[src/rtl/disp_arbiter.sv]
// rtl/disp_arbiter.sv - round-robin owner of the HEXS digit bus with a guaranteed minimum dwell per grant
module disp_arbiter #(
    parameter int          HOLD_CYCLES  = 50_000_000,
    parameter int          CNT_W        = 26,
    parameter logic [15:0] IDLE_PATTERN = 16'h0000
) (
    input  logic        clk,
    input  logic        RST,
    input  logic [2:0]  req,
    input  logic [15:0] data0,
    input  logic [15:0] data1,
    input  logic [15:0] data2,
    output logic [2:0]  gnt,
    output logic [15:0] hexs,
    output logic        valid,
    output logic        switch_pulse
);

    localparam logic [1:0] ST_IDLE = 2'd0;
    localparam logic [1:0] ST_HOLD = 2'd1;
    localparam logic [1:0] ST_OPEN = 2'd2;

    localparam logic [CNT_W-1:0] CNT_LAST = CNT_W'(HOLD_CYCLES - 1);

    logic [1:0]       r_state;
    logic [1:0]       r_ptr;
    logic [CNT_W-1:0] r_cnt;
    logic [2:0]       r_gnt;
    logic [15:0]      r_hexs;
    logic             r_switch;

    logic [1:0]       w_i1;
    logic [1:0]       w_i2;
    logic [1:0]       w_win_idx;
    logic             w_win_hit;
    logic [2:0]       w_win_gnt;
    logic             w_own_req;
    logic             w_other_req;

    logic [1:0]       w_state_nx;
    logic [1:0]       w_ptr_nx;
    logic [CNT_W-1:0] w_cnt_nx;
    logic [2:0]       w_gnt_nx;
    logic [15:0]      w_hexs_nx;

    // Search order ptr+1, ptr+2, ptr: the last owner only wins when nobody else asks.
    always_comb begin
        w_i1 = (r_ptr == 2'd2) ? 2'd0 : r_ptr + 2'd1;
        w_i2 = (w_i1 == 2'd2) ? 2'd0 : w_i1 + 2'd1;
        w_win_hit = 1'b1;
        w_win_idx = r_ptr;
        if (req[w_i1]) begin
            w_win_idx = w_i1;
        end else if (req[w_i2]) begin
            w_win_idx = w_i2;
        end else if (req[r_ptr]) begin
            w_win_idx = r_ptr;
        end else begin
            w_win_hit = 1'b0;
        end
        w_win_gnt   = 3'b001 << w_win_idx;
        w_own_req   = |(req & r_gnt);
        w_other_req = |(req & ~r_gnt);
    end

    always_comb begin
        w_state_nx = r_state;
        w_ptr_nx   = r_ptr;
        w_cnt_nx   = r_cnt;
        w_gnt_nx   = r_gnt;
        case (r_state)
            ST_IDLE: begin
                if (w_win_hit) begin
                    w_state_nx = ST_HOLD;
                    w_ptr_nx   = w_win_idx;
                    w_cnt_nx   = '0;
                    w_gnt_nx   = w_win_gnt;
                end
            end
            ST_HOLD: begin
                // An owner drop beats dwell expiry landing on the same edge.
                if (!w_own_req) begin
                    if (w_win_hit) begin
                        w_ptr_nx = w_win_idx;
                        w_cnt_nx = '0;
                        w_gnt_nx = w_win_gnt;
                    end else begin
                        w_state_nx = ST_IDLE;
                        w_cnt_nx   = '0;
                        w_gnt_nx   = 3'b000;
                    end
                end else if (r_cnt == CNT_LAST) begin
                    w_state_nx = ST_OPEN;
                end else begin
                    w_cnt_nx = r_cnt + 1'b1;
                end
            end
            ST_OPEN: begin
                if (w_other_req) begin
                    w_state_nx = ST_HOLD;
                    w_ptr_nx   = w_win_idx;
                    w_cnt_nx   = '0;
                    w_gnt_nx   = w_win_gnt;
                end else if (!w_own_req) begin
                    w_state_nx = ST_IDLE;
                    w_cnt_nx   = '0;
                    w_gnt_nx   = 3'b000;
                end
            end
            default: begin
                w_state_nx = ST_IDLE;
                w_cnt_nx   = '0;
                w_gnt_nx   = 3'b000;
            end
        endcase
    end

    // Data follows the next grant so gnt and hexs always change on the same edge.
    always_comb begin
        case (w_gnt_nx)
            3'b001:  w_hexs_nx = data0;
            3'b010:  w_hexs_nx = data1;
            3'b100:  w_hexs_nx = data2;
            default: w_hexs_nx = IDLE_PATTERN;
        endcase
    end

    always_ff @(posedge clk or negedge RST) begin
        if (!RST) begin
            r_state  <= ST_IDLE;
            r_ptr    <= 2'd2;
            r_cnt    <= '0;
            r_gnt    <= 3'b000;
            r_hexs   <= IDLE_PATTERN;
            r_switch <= 1'b0;
        end else begin
            r_state  <= w_state_nx;
            r_ptr    <= w_ptr_nx;
            r_cnt    <= w_cnt_nx;
            r_gnt    <= w_gnt_nx;
            r_hexs   <= w_hexs_nx;
            r_switch <= (w_gnt_nx != r_gnt);
        end
    end

    assign gnt          = r_gnt;
    assign hexs         = r_hexs;
    assign valid        = |r_gnt;
    assign switch_pulse = r_switch;

endmodule
[config.mk]
export PLATFORM = sky130hd
export DESIGN_NAME = disp_arbiter
export DESIGN_NICKNAME = d
export VERILOG_FILES = /design/src/rtl/disp_arbiter.sv
export SDC_FILE = /design/constraint.sdc
export NUM_CORES = 1
export LEC_CHECK = 0
export ABC_AREA = 0
export BUFFER_PORTS_ARGS = -buffer_cell sky130_fd_sc_hd__buf_2
export CORE_MARGIN = 2
export CORE_UTILIZATION = 52
export CTS_CLUSTER_SIZE = 40
export DETAILED_ROUTE_END_ITERATION = 7
export PLACE_DENSITY_LB_ADDON = 0.05
export SYNTH_ARGS = -nofsm -noshare
export SYNTH_HDL_FRONTEND = slang
export SYNTH_SLANG_ARGS = --single-unit
[constraint.sdc]
create_clock -name clk -period 3.31 [get_ports clk]
set_input_delay 0.331 -clock clk [delete_from_list [all_inputs] [get_ports clk]]
set_output_delay 0.331 -clock clk [all_outputs]
set_load 0.01 [all_outputs]
==> reports/metrics.csv, run 1 <==
metric,value,unit
finalHoldViolCount,0,
synth.ff_latch_count,50,
antenna_cells,0,
synth_edf_count,0,
coreArea,5040,um2
via_per_inst,5.57,
r2r_slack,0.33,ns
r2r_cells,7,
p_per_area,672,nW/um2
antenna_found_initial,0,
cts_resized,0,
drcViolationCount,0,
clk_pin_slew,0.08,ns
start_kind,register,
synthFlopType,dfrtp_1,
cp_max_fo,24,
post-route-util,0.635,
syn_area_per_cell,10.2,um2
slowest_stage,nor3b_4,
fin_nets,390,
crit_buf_inv,0,
worstHoldPathType,in2async,
ir_worst_vdd,0.426,mV
max_clock_freq,336,MHz
path_cells,"a21boi_0, or4_1, o21ai_2, a21oi_4, o21ai_4, nor3b_4, a221o_1",
grt_pass1_vias,2310,
fin_crit_sh,0.900,
grt_overflow,0,
wire_per_inst,14.8,um
grt_setup_unrepaired,false,
worst_pin_slew,0.725,ns
yosys.area.top_type,dfrtp_1,
max_stage_delay,0.62,ns
post_cts_buffers,0,
rows,26,
total_power,2.15,mW
root_buffer,clkbuf_8,
synthTopCellsByCount,"dfrtp_1 (49), and3_1 (27), nor2_1 (25), nand2_1 (18), a221o_1 (16)",
end_kind,register,
hold_buffers,0,
drive_above_1_share,0.297,
worst-setup-path-type,reg2reg,
die_x,76.0,um
clockBufferDepth,2,
finalWeightedCongestion,0.772,
crit_arrival,3.21,ns
dieArea,5770,um2
yosys_warnings,0,
slew-limit-headroom,0.517,
place_hpwl,4450,um
area_growth,18.8,%
syn_area,2700,um2
max-cap-violations,0,
cts.sinks,50,
worstReg2RegEnd,hexs[8],
finClkSkew,0.00427,ns
fp.dieH,76.0,um
synth_top_area_share,0.455,
wl,6020,um
fin_setup_tns,0,ns
num_io_pins,74,
crit_family,compound AO/OA/AOI/OAI gates,
synthCells,263,
initial_core_util,0.534,
firstDrtPassIters,4,
first_iter_violations,123,
seq_area_frac_synth,0.465,
grt_first_pass_wirelength,10600,um
cts_tree,yes,
finalSetupViolCount,0,
ys_async_sr_fraction,1.00,
via_count,2265,
insertion_delay,0.29,ns
status,"finished, final reports clean",
power_leakage,1.57,nW
cts_inserted_buffers,5,
yosysMostFrequentCell,dfrtp_1,
synthesis.nets,317,
grtUsageTotal,0.222,
synth.area.top_cells,"dfrtp_1 (45%), and3_1 (6.3%), a221o_1 (5.9%), xor2_1 (4.2%), nor2_1 (3.5%)",
grt_max_degree,33,
final_antenna_net_count,0,
drv_slew,0,
reg2reg_from,r_ptr[0],
crit_cells,7,
portBuffers,73,
finalCriticalPeriod,2.98,ns
ys_types,57,
required,3.54,ns
cts_htree_levels,2,
## registers in the layout, summed over array words and instances, names as in the netlist
signal / cells
hexs: 16
r_cnt: 26
r_state: 2
switch_pulse: 1
r_ptr: 2
gnt: 3
## cell families after synthesis
logic type               Yosys count  share of synthesized area
AO/OA/AOI/OAI                     61                      0.195
buffers and inverters             13                     0.0246
AND/OR/NAND/NOR                  116                      0.238
adder cells (fa/ha/maj)            1                    0.00464
flip-flops                        50                      0.465
XOR/XNOR                          20                     0.0650
multiplexers                       2                    0.00836
## worst max path at each step
stage	start	end	slack, ns
finish	r_ptr[0]	hexs[8]	0.33
CTS	r_ptr[0]	hexs[8]	0.30
global placement	req[2]	hexs[11]	0.33
global route	r_ptr[0]	hexs[2]	0.08
detailed placement	req[2]	hexs[8]	0.27
floorplan	gnt[1]	hexs[0]	0.68
## final cells by class
class	instances	area [um2]
clock inverter	1	5.00
timing repair buffer	75	380
sequential	50	1250
clock buffer	7	86.3
multi-input combinational	200	1380
inverter	4	15.0
tap	70	87.6
fill	426	1840
## power by group
part / switching (mW) / leakage, nW / internal, mW
clock: 0.186 / 0.0482 / 0.169
combinational: 0.567 / 0.854 / 0.418
sequential: 0.0827 / 0.671 / 0.730
total: 0.836 / 1.57 / 1.32
## worst register-to-register path, cell delays in order, from the launching register on
cell	delay, ns
dfrtp_1	0.43
a21boi_0	0.28
or4_1	0.32
o21ai_2	0.16
a21oi_4	0.58
o21ai_4	0.26
nor3b_4	0.62
a221o_1	0.27
## per-stage QoR
stage / cell area (um2) / setup WS (ns) / hold slack (ns) / std cells
floorplan: 2700 / 0.679 / 0.0354 / 263
global placement: 3110 / 0.330 / 0.431 / 399
detailed placement: 3110 / 0.274 / 0.439 / 399
CTS: 3200 / 0.301 / 0.118 / 407
global route: 3200 / 0.0772 / 0.144 / 407
finish: 3200 / 0.331 / 0.0872 / 407
## layer usage
layer | vias up | global-route usage | wire length [um]
li1 | 1118 | - | -
met1 | 1070 | 0.283 | 2640
met2 | 69 | 0.373 | 2920
met3 | 8 | 0.0628 | 380
met4 | 0 | 0.0636 | 83
met5 | - | 0 | 0
## layout by cell type (no fill, tap or decap), drive strengths merged, types with 3 or more instances in the layout
cell	synthesis	routed
o31ai	5	5
buf	4	75
nor2	27	27
dfrtp	49	49
nand2b	6	6
nor3	4	4
or3	4	4
and2	5	5
xnor2	7	7
nand2	20	20
nand3	8	8
clkbuf	5	7
and3	27	27
and4	3	3
xor2	13	13
inv	4	4
o21ai	18	18
a21oi	5	5
o211a	3	3
a221o	16	16
nand4	4	4
(Power assumes the default switching activity.)
==> run 2, diff against run 1 <==
- CORE_ASPECT_RATIO: not set -> 0.75
- CORE_UTILIZATION: 52 -> 56
- SKIP_LAST_GASP: not set -> 1
- clock period: 3.31 -> 3.65 ns (I/O delays scaled with it)
==> run 2 against run 1 <==
Compared with the run above:
- register-to-register slack gained 0.51 ns
- non-clock buffer count is 1 higher
- critical path depth unchanged
- flip-flop and latch count did not move
- clock skew rose by 0.0018 ns
- global-route usage up 0.87 points
- utilization increased by 6.4 points
- power decreased by 9.6%
- clock-buffer cell count did not move
- sequential power fell by 9.1%
- die area shrank 6.7%
- first-iteration DRC count grew 20%
- critical path type unchanged
- critical endpoint is now hexs[9]
- largest cell class unchanged
- largest power group unchanged
==> reports/metrics.csv, run 2 (same netlist as run 1, synthesis figures left out) <==
metric,value,unit,change
status,"finished, final reports clean",,unchanged
swShare,0.394,,was 0.388
regArea,1250,um2,unchanged
grt_overflow,0,,unchanged
place_hpwl,4370,um,was 4450 um
dieArea,5390,um2,was 5770 um2
initial_core_util,0.593,,was 0.534
layout_commonest_cell,buf_2,,unchanged
wire_per_inst,15.1,um,was 14.8 um
endpoint,hexs[9],,was hexs[8]
r2r_cells,7,,unchanged
finalWeightedCongestion,0.784,,was 0.772
r2r_slack,0.84,ns,was 0.33 ns
die_x,84.1,um,was 76.0 um
topRoutingLayerUsed,met4,,unchanged
cts_tree,yes,,unchanged
seqPwrFrac,0.379,,was 0.378
reg2reg_from,r_ptr[1],,was r_ptr[0]
drive_above_1_share,0.294,,was 0.297
firstDrtPassIters,5,,was 4
clk_pin_slew,0.09,ns,was 0.08 ns
post_dp_cell_area,3100,um2,was 3110 um2
cts.sinks,50,,unchanged
cp_max_fo,19,,was 24
p_int,1.18,mW,was 1.32 mW
fin_nets,391,,was 390
mostFrequentLayoutCells,"buf_2 (73), dfrtp_1 (49), and3_1 (27), nor2_1 (25), nand2_1 (18)",,unchanged
clockBufferDepth,2,,unchanged
grt_max_degree,51,,was 33
root_buffer,clkbuf_8,,unchanged
cts_inserted_buffers,5,,unchanged
switchingPower,768,uW,was 836 uW
ir_worst_vdd,0.361,mV,was 0.426 mV
worstHoldPathType,in2async,,unchanged
first_iter_violations,147,,was 123
drv_slew,0,,unchanged
start_kind,register,,unchanged
route.met2.wl,2770,um,was 2920 um
end_kind,register,,unchanged
cp-startpoint,r_ptr[1],,was r_ptr[0]
clkPwrFrac,0.158,,was 0.165
slew-limit-headroom,0.535,,was 0.517
hold_buffers,0,,unchanged
grt_setup_unrepaired,false,,unchanged
post_cts_buffers,0,,unchanged
insertion_delay,0.30,ns,was 0.29 ns
crit_arrival,3.05,ns,was 3.21 ns
worst_pin_slew,0.697,ns,was 0.725 ns
cts_resized,0,,unchanged
p_per_area,612,nW/um2,was 672 nW/um2
coreArea,4550,um2,was 5040 um2
final_antenna_net_count,0,,unchanged
final_cells,394,,was 407
num_io_pins,74,,unchanged
max-cap-violations,0,,unchanged
pwr-share-comb,0.463,,was 0.458
finalHoldViolCount,0,,unchanged
area_growth,18.0,%,was 18.8%
fp.dieH,64.1,um,was 76.0 um
rows,21,,was 26
worstReg2RegEnd,hexs[9],,was hexs[8]
required,3.89,ns,was 3.54 ns
grtUsageTotal,0.231,,was 0.222
via_per_inst,5.81,,was 5.57
grt_pass1_vias,2101,,"was 2,310"
wl_met1,2830,um,was 2640 um
finalSetupViolCount,0,,unchanged
fill_cells,380,,was 426
top_register,r_cnt,,unchanged
wl_met3,350,um,was 380 um
portBuffers,73,,unchanged
worst-setup-path-type,reg2reg,,unchanged
cts_htree_levels,2,,unchanged
postLayoutCellArea,3180,um2,was 3200 um2
finClkSkew,0.00603,ns,was 0.00427 ns
grt_first_pass_wirelength,10100,um,"was 10,600 um"
via_count,2290,,"was 2,265"
fin_crit_sh,0.769,,was 0.900
wl,5960,um,was 6020 um
dp_cells,387,,was 399
multi_input_area,1380,um2,unchanged
post-route-util,0.699,,was 0.635
drcViolationCount,0,,unchanged
finalCriticalPeriod,2.81,ns,was 2.98 ns
antenna_found_initial,0,,unchanged
power_leakage,1.57,nW,about the same
largest_reg_flops,26,,unchanged
antenna_cells,0,,unchanged
fin_setup_tns,0,ns,unchanged
max_clock_freq,356,MHz,was 336 MHz
-- run 2: layout make-up --
class,count,share of cell area
Multi-Input combinational cell,200,0.433
Clock buffer,7,0.0240
Sequential cell,50,0.394
Tap cell,57,0.0224
Timing Repair Buffer,76,0.122
Inverter,4,0.00472
-- run 2: per-stage QoR --
stage	power [mW]	hold slack [ns]	worst slack [ns]
2_1_floorplan	1.42	0.0694	1.02
3_3_place_gp	1.63	0.499	0.980
3_5_place_dp	1.65	0.508	0.895
4_1_cts	1.95	0.181	0.859
5_1_grt	2.09	0.205	0.682
6_report	1.95	0.159	0.842
-- run 2: how the worst min path moves through the flow --
stage	depth (start not counted)	from	slack, ns	end
after floorplan	0	RST	0.07	gnt[0]
after global placement	1	r_cnt[3]	0.50	r_cnt[3]
after detailed placement	2	RST	0.51	r_cnt[0]
after CTS	2	RST	0.18	r_cnt[0]
after global routing	2	RST	0.20	r_cnt[0]
final	2	RST	0.16	r_cnt[1]
-- run 2: layer usage --
metal  GRT usage  vias up
met2       0.350       64
met1       0.347     1104
met3      0.0478        2
met5           0        -
li1            -     1120
met4      0.0423        0
-- run 2: worst max-delay path: stages, from the launching register on --
cell       delay [ns]
dfstp_2          0.57
a21boi_0         0.14
or4_1            0.59
o2bb2ai_4        0.23
nand2_1          0.14
o21ai_4          0.17
nor3b_4          0.63
a221o_1          0.27
-- run 2: power groups by stage --
stage	logic, mW	registers, mW	clock network [mW]
2_1_floorplan	0.662	0.761	0
3_3_place_gp	0.886	0.747	0
3_5_place_dp	0.903	0.748	0
4_1_cts	0.903	0.738	0.312
5_1_grt	0.994	0.755	0.337
6_report	0.901	0.739	0.307
==> run 3, diff against run 2 <==
- CORE_UTILIZATION: 56 -> 47
- clock period: 3.65 -> 2.4 ns (I/O delays scaled with it)
==> run 3 against run 2 <==
Compared with the run above:
- first-iteration DRC count decreased by 6.8%
- register-to-register slack worse by 0.75 ns
- fmax is 22% higher
- utilization down 5.8 points
- clock power rose by 81%
- sequential power is 49% higher
- global-route usage is 1.4 points lower
- clock-buffer cell count unchanged
==> reports/metrics.csv, run 3 (same netlist as run 1, synthesis figures left out) <==
metric,value,unit,change
status,"finished, final reports clean",,unchanged
firstDrtPassIters,5,,unchanged
finalSetupViolCount,0,,unchanged
mostFrequentLayoutCells,"buf_2 (73), dfrtp_1 (47), nor2_1 (25), buf_4 (22), nand2_1 (18)",,"was buf_2 (73), dfrtp_1 (49), and3_1 (27), nor2_1 (25), nand2_1 (18)"
slew-limit-headroom,0.462,,was 0.535
via_count,2397,,"was 2,290"
wire_per_inst,15.4,um,was 15.1 um
holdWs,0.0122,ns,was 0.159 ns
fin_nets,412,,was 391
finalHoldViolCount,0,,unchanged
clk_pin_slew,0.09,ns,about the same
end_kind,register,,unchanged
fill_cells,466,,was 380
r2r_slack,0.1,ns,was 0.84 ns
cts_tree,yes,,unchanged
start_kind,register,,unchanged
finClkSkew,0.00459,ns,was 0.00603 ns
crit_arrival,2.50,ns,was 3.05 ns
via_per_inst,5.52,,was 5.81
worstReg2RegEnd,hexs[10],,was hexs[9]
max_clock_freq,434,MHz,was 356 MHz
finalWeightedCongestion,0.785,,was 0.784
antenna_found_initial,0,,unchanged
finalCriticalPeriod,2.30,ns,was 2.81 ns
antenna_cells,0,,unchanged
cts.sinks,50,,unchanged
worst-setup-path-type,reg2reg,,unchanged
required,2.59,ns,was 3.89 ns
insertion_delay,0.30,ns,about the same
multi_input_area,1450,um2,was 1380 um2
portBuffers,73,,unchanged
drv_slew,0,,unchanged
fin_crit_sh,0.960,,was 0.769
place_hpwl,4980,um,was 4370 um
grt_pass1_vias,2317,,"was 2,101"
grtUsageTotal,0.217,,was 0.231
reg2reg_from,r_ptr[1],,unchanged
worstHoldPathType,in2async,,unchanged
num_io_pins,74,,unchanged
layout_setup_ws,0.0954,ns,was 0.842 ns
max-cap-violations,0,,unchanged
grt_max_degree,37,,was 51
initial_core_util,0.496,,was 0.593
grt_first_pass_wirelength,11100,um,"was 10,100 um"
fp.dieH,69.6,um,was 64.1 um
clockBufferDepth,2,,unchanged
die_x,91.4,um,was 84.1 um
layout_commonest_cell,buf_2,,unchanged
area_growth,29.4,%,was 18.0%
p_per_area,959,nW/um2,was 612 nW/um2
wl,6660,um,was 5960 um
r2r_cells,8,,was 7
coreArea,5440,um2,was 4550 um2
drive_above_1_share,0.382,,was 0.294
top_register,r_cnt,,unchanged
dieArea,6360,um2,was 5390 um2
hold_buffers,0,,unchanged
cts_htree_levels,2,,unchanged
grt_overflow,0,,unchanged
largest_reg_flops,26,,unchanged
rows,23,,was 21
final_antenna_net_count,0,,unchanged
cts_inserted_buffers,5,,unchanged
root_buffer,clkbuf_8,,unchanged
place_ws,-0.151,ns,was 0.895 ns
worst_pin_slew,0.807,ns,was 0.697 ns
drcViolationCount,0,,unchanged
ir_worst_vdd,0.617,mV,was 0.361 mV
first_iter_violations,137,,was 147
power_leakage,1.68,nW,was 1.57 nW
regArea,1250,um2,about the same
cp_max_fo,16,,was 19
==> run 3: cell types whose count changed in the layout (fill, tap and decap cells not counted), moves of 2 or more <==
cell / before / now
and3_1: 27 / 17
and3_4: 0 / 10
buf_12: 0 / 2
buf_4: 3 / 22
clkbuf_1: 2 / 0
clkbuf_8: 5 / 7
dfrtp_1: 49 / 47
dfrtp_2: 0 / 2
==> run 3: cell type report <==
type | count | area share
multi-input combinational | 200 | 0.415
timing repair buffer | 97 | 0.164
sequential | 50 | 0.360
inverter | 4 | 0.00431
tap | 75 | 0.0269
clock inverter | 1 | 0.00251
clock buffer | 7 | 0.0276
==> run 3: worst max-delay path by stage <==
stage,startpoint,endpoint,slack [ns],depth (start not counted)
2_1_floorplan,gnt[1],hexs[0],-0.19,8
3_3_place_gp,r_ptr[1],hexs[11],-0.12,6
3_5_place_dp,r_ptr[1],hexs[12],-0.15,6
4_1_cts,r_ptr[1],hexs[15],0.02,7
5_1_grt,r_ptr[1],hexs[15],-0.02,8
6_report,r_ptr[1],hexs[10],0.1,8
==> run 3: report_power, final <==
part           leakage [nW]  internal, mW  switching, mW
Combinational         0.954         0.815          0.876
Sequential            0.668          1.01         0.0904
Clock                0.0544         0.265          0.292
==> run 3: repair_timing <==
item                                   CTS  global route
setup endpoints to repair               16            21
gates resized for setup                  0             4
pin swaps                                1             1
setup buffers                            1             1
endpoints found under the hold margin    0             0
==> run 3: per-stage QoR <==
step	instances	power [mW]	TNS (ns)	instance area [um2]	utilization
finish	434	3.35	0	3490	0.641
detailed placement	424	2.68	-2.31	3320	0.611
floorplan	263	2.22	-2.33	2750	-
global placement	424	2.66	-1.86	3320	0.611
global route	434	3.58	-0.0691	3490	0.641
CTS	433	3.27	0	3450	0.634
==> run 3: layer usage <==
layer	routed length, um	vias up	share of wire	global-route usage
met1	3240	1151	0.49	0.323
li1	-	1166	-	-
met4	78	0	0.012	0.0488
met5	0	-	0	0
met2	2990	72	0.45	0.327
met3	354	8	0.053	0.0424
==> run 3: worst max-delay path: stages (launching register included) <==
cell	delay, ns
dfstp_2	0.54
a21boi_0	0.10
or4_4	0.48
o2bb2ai_1	0.17
a22o_2	0.28
nand2_2	0.13
nor2_4	0.05
buf_12	0.15
a221o_1	0.29
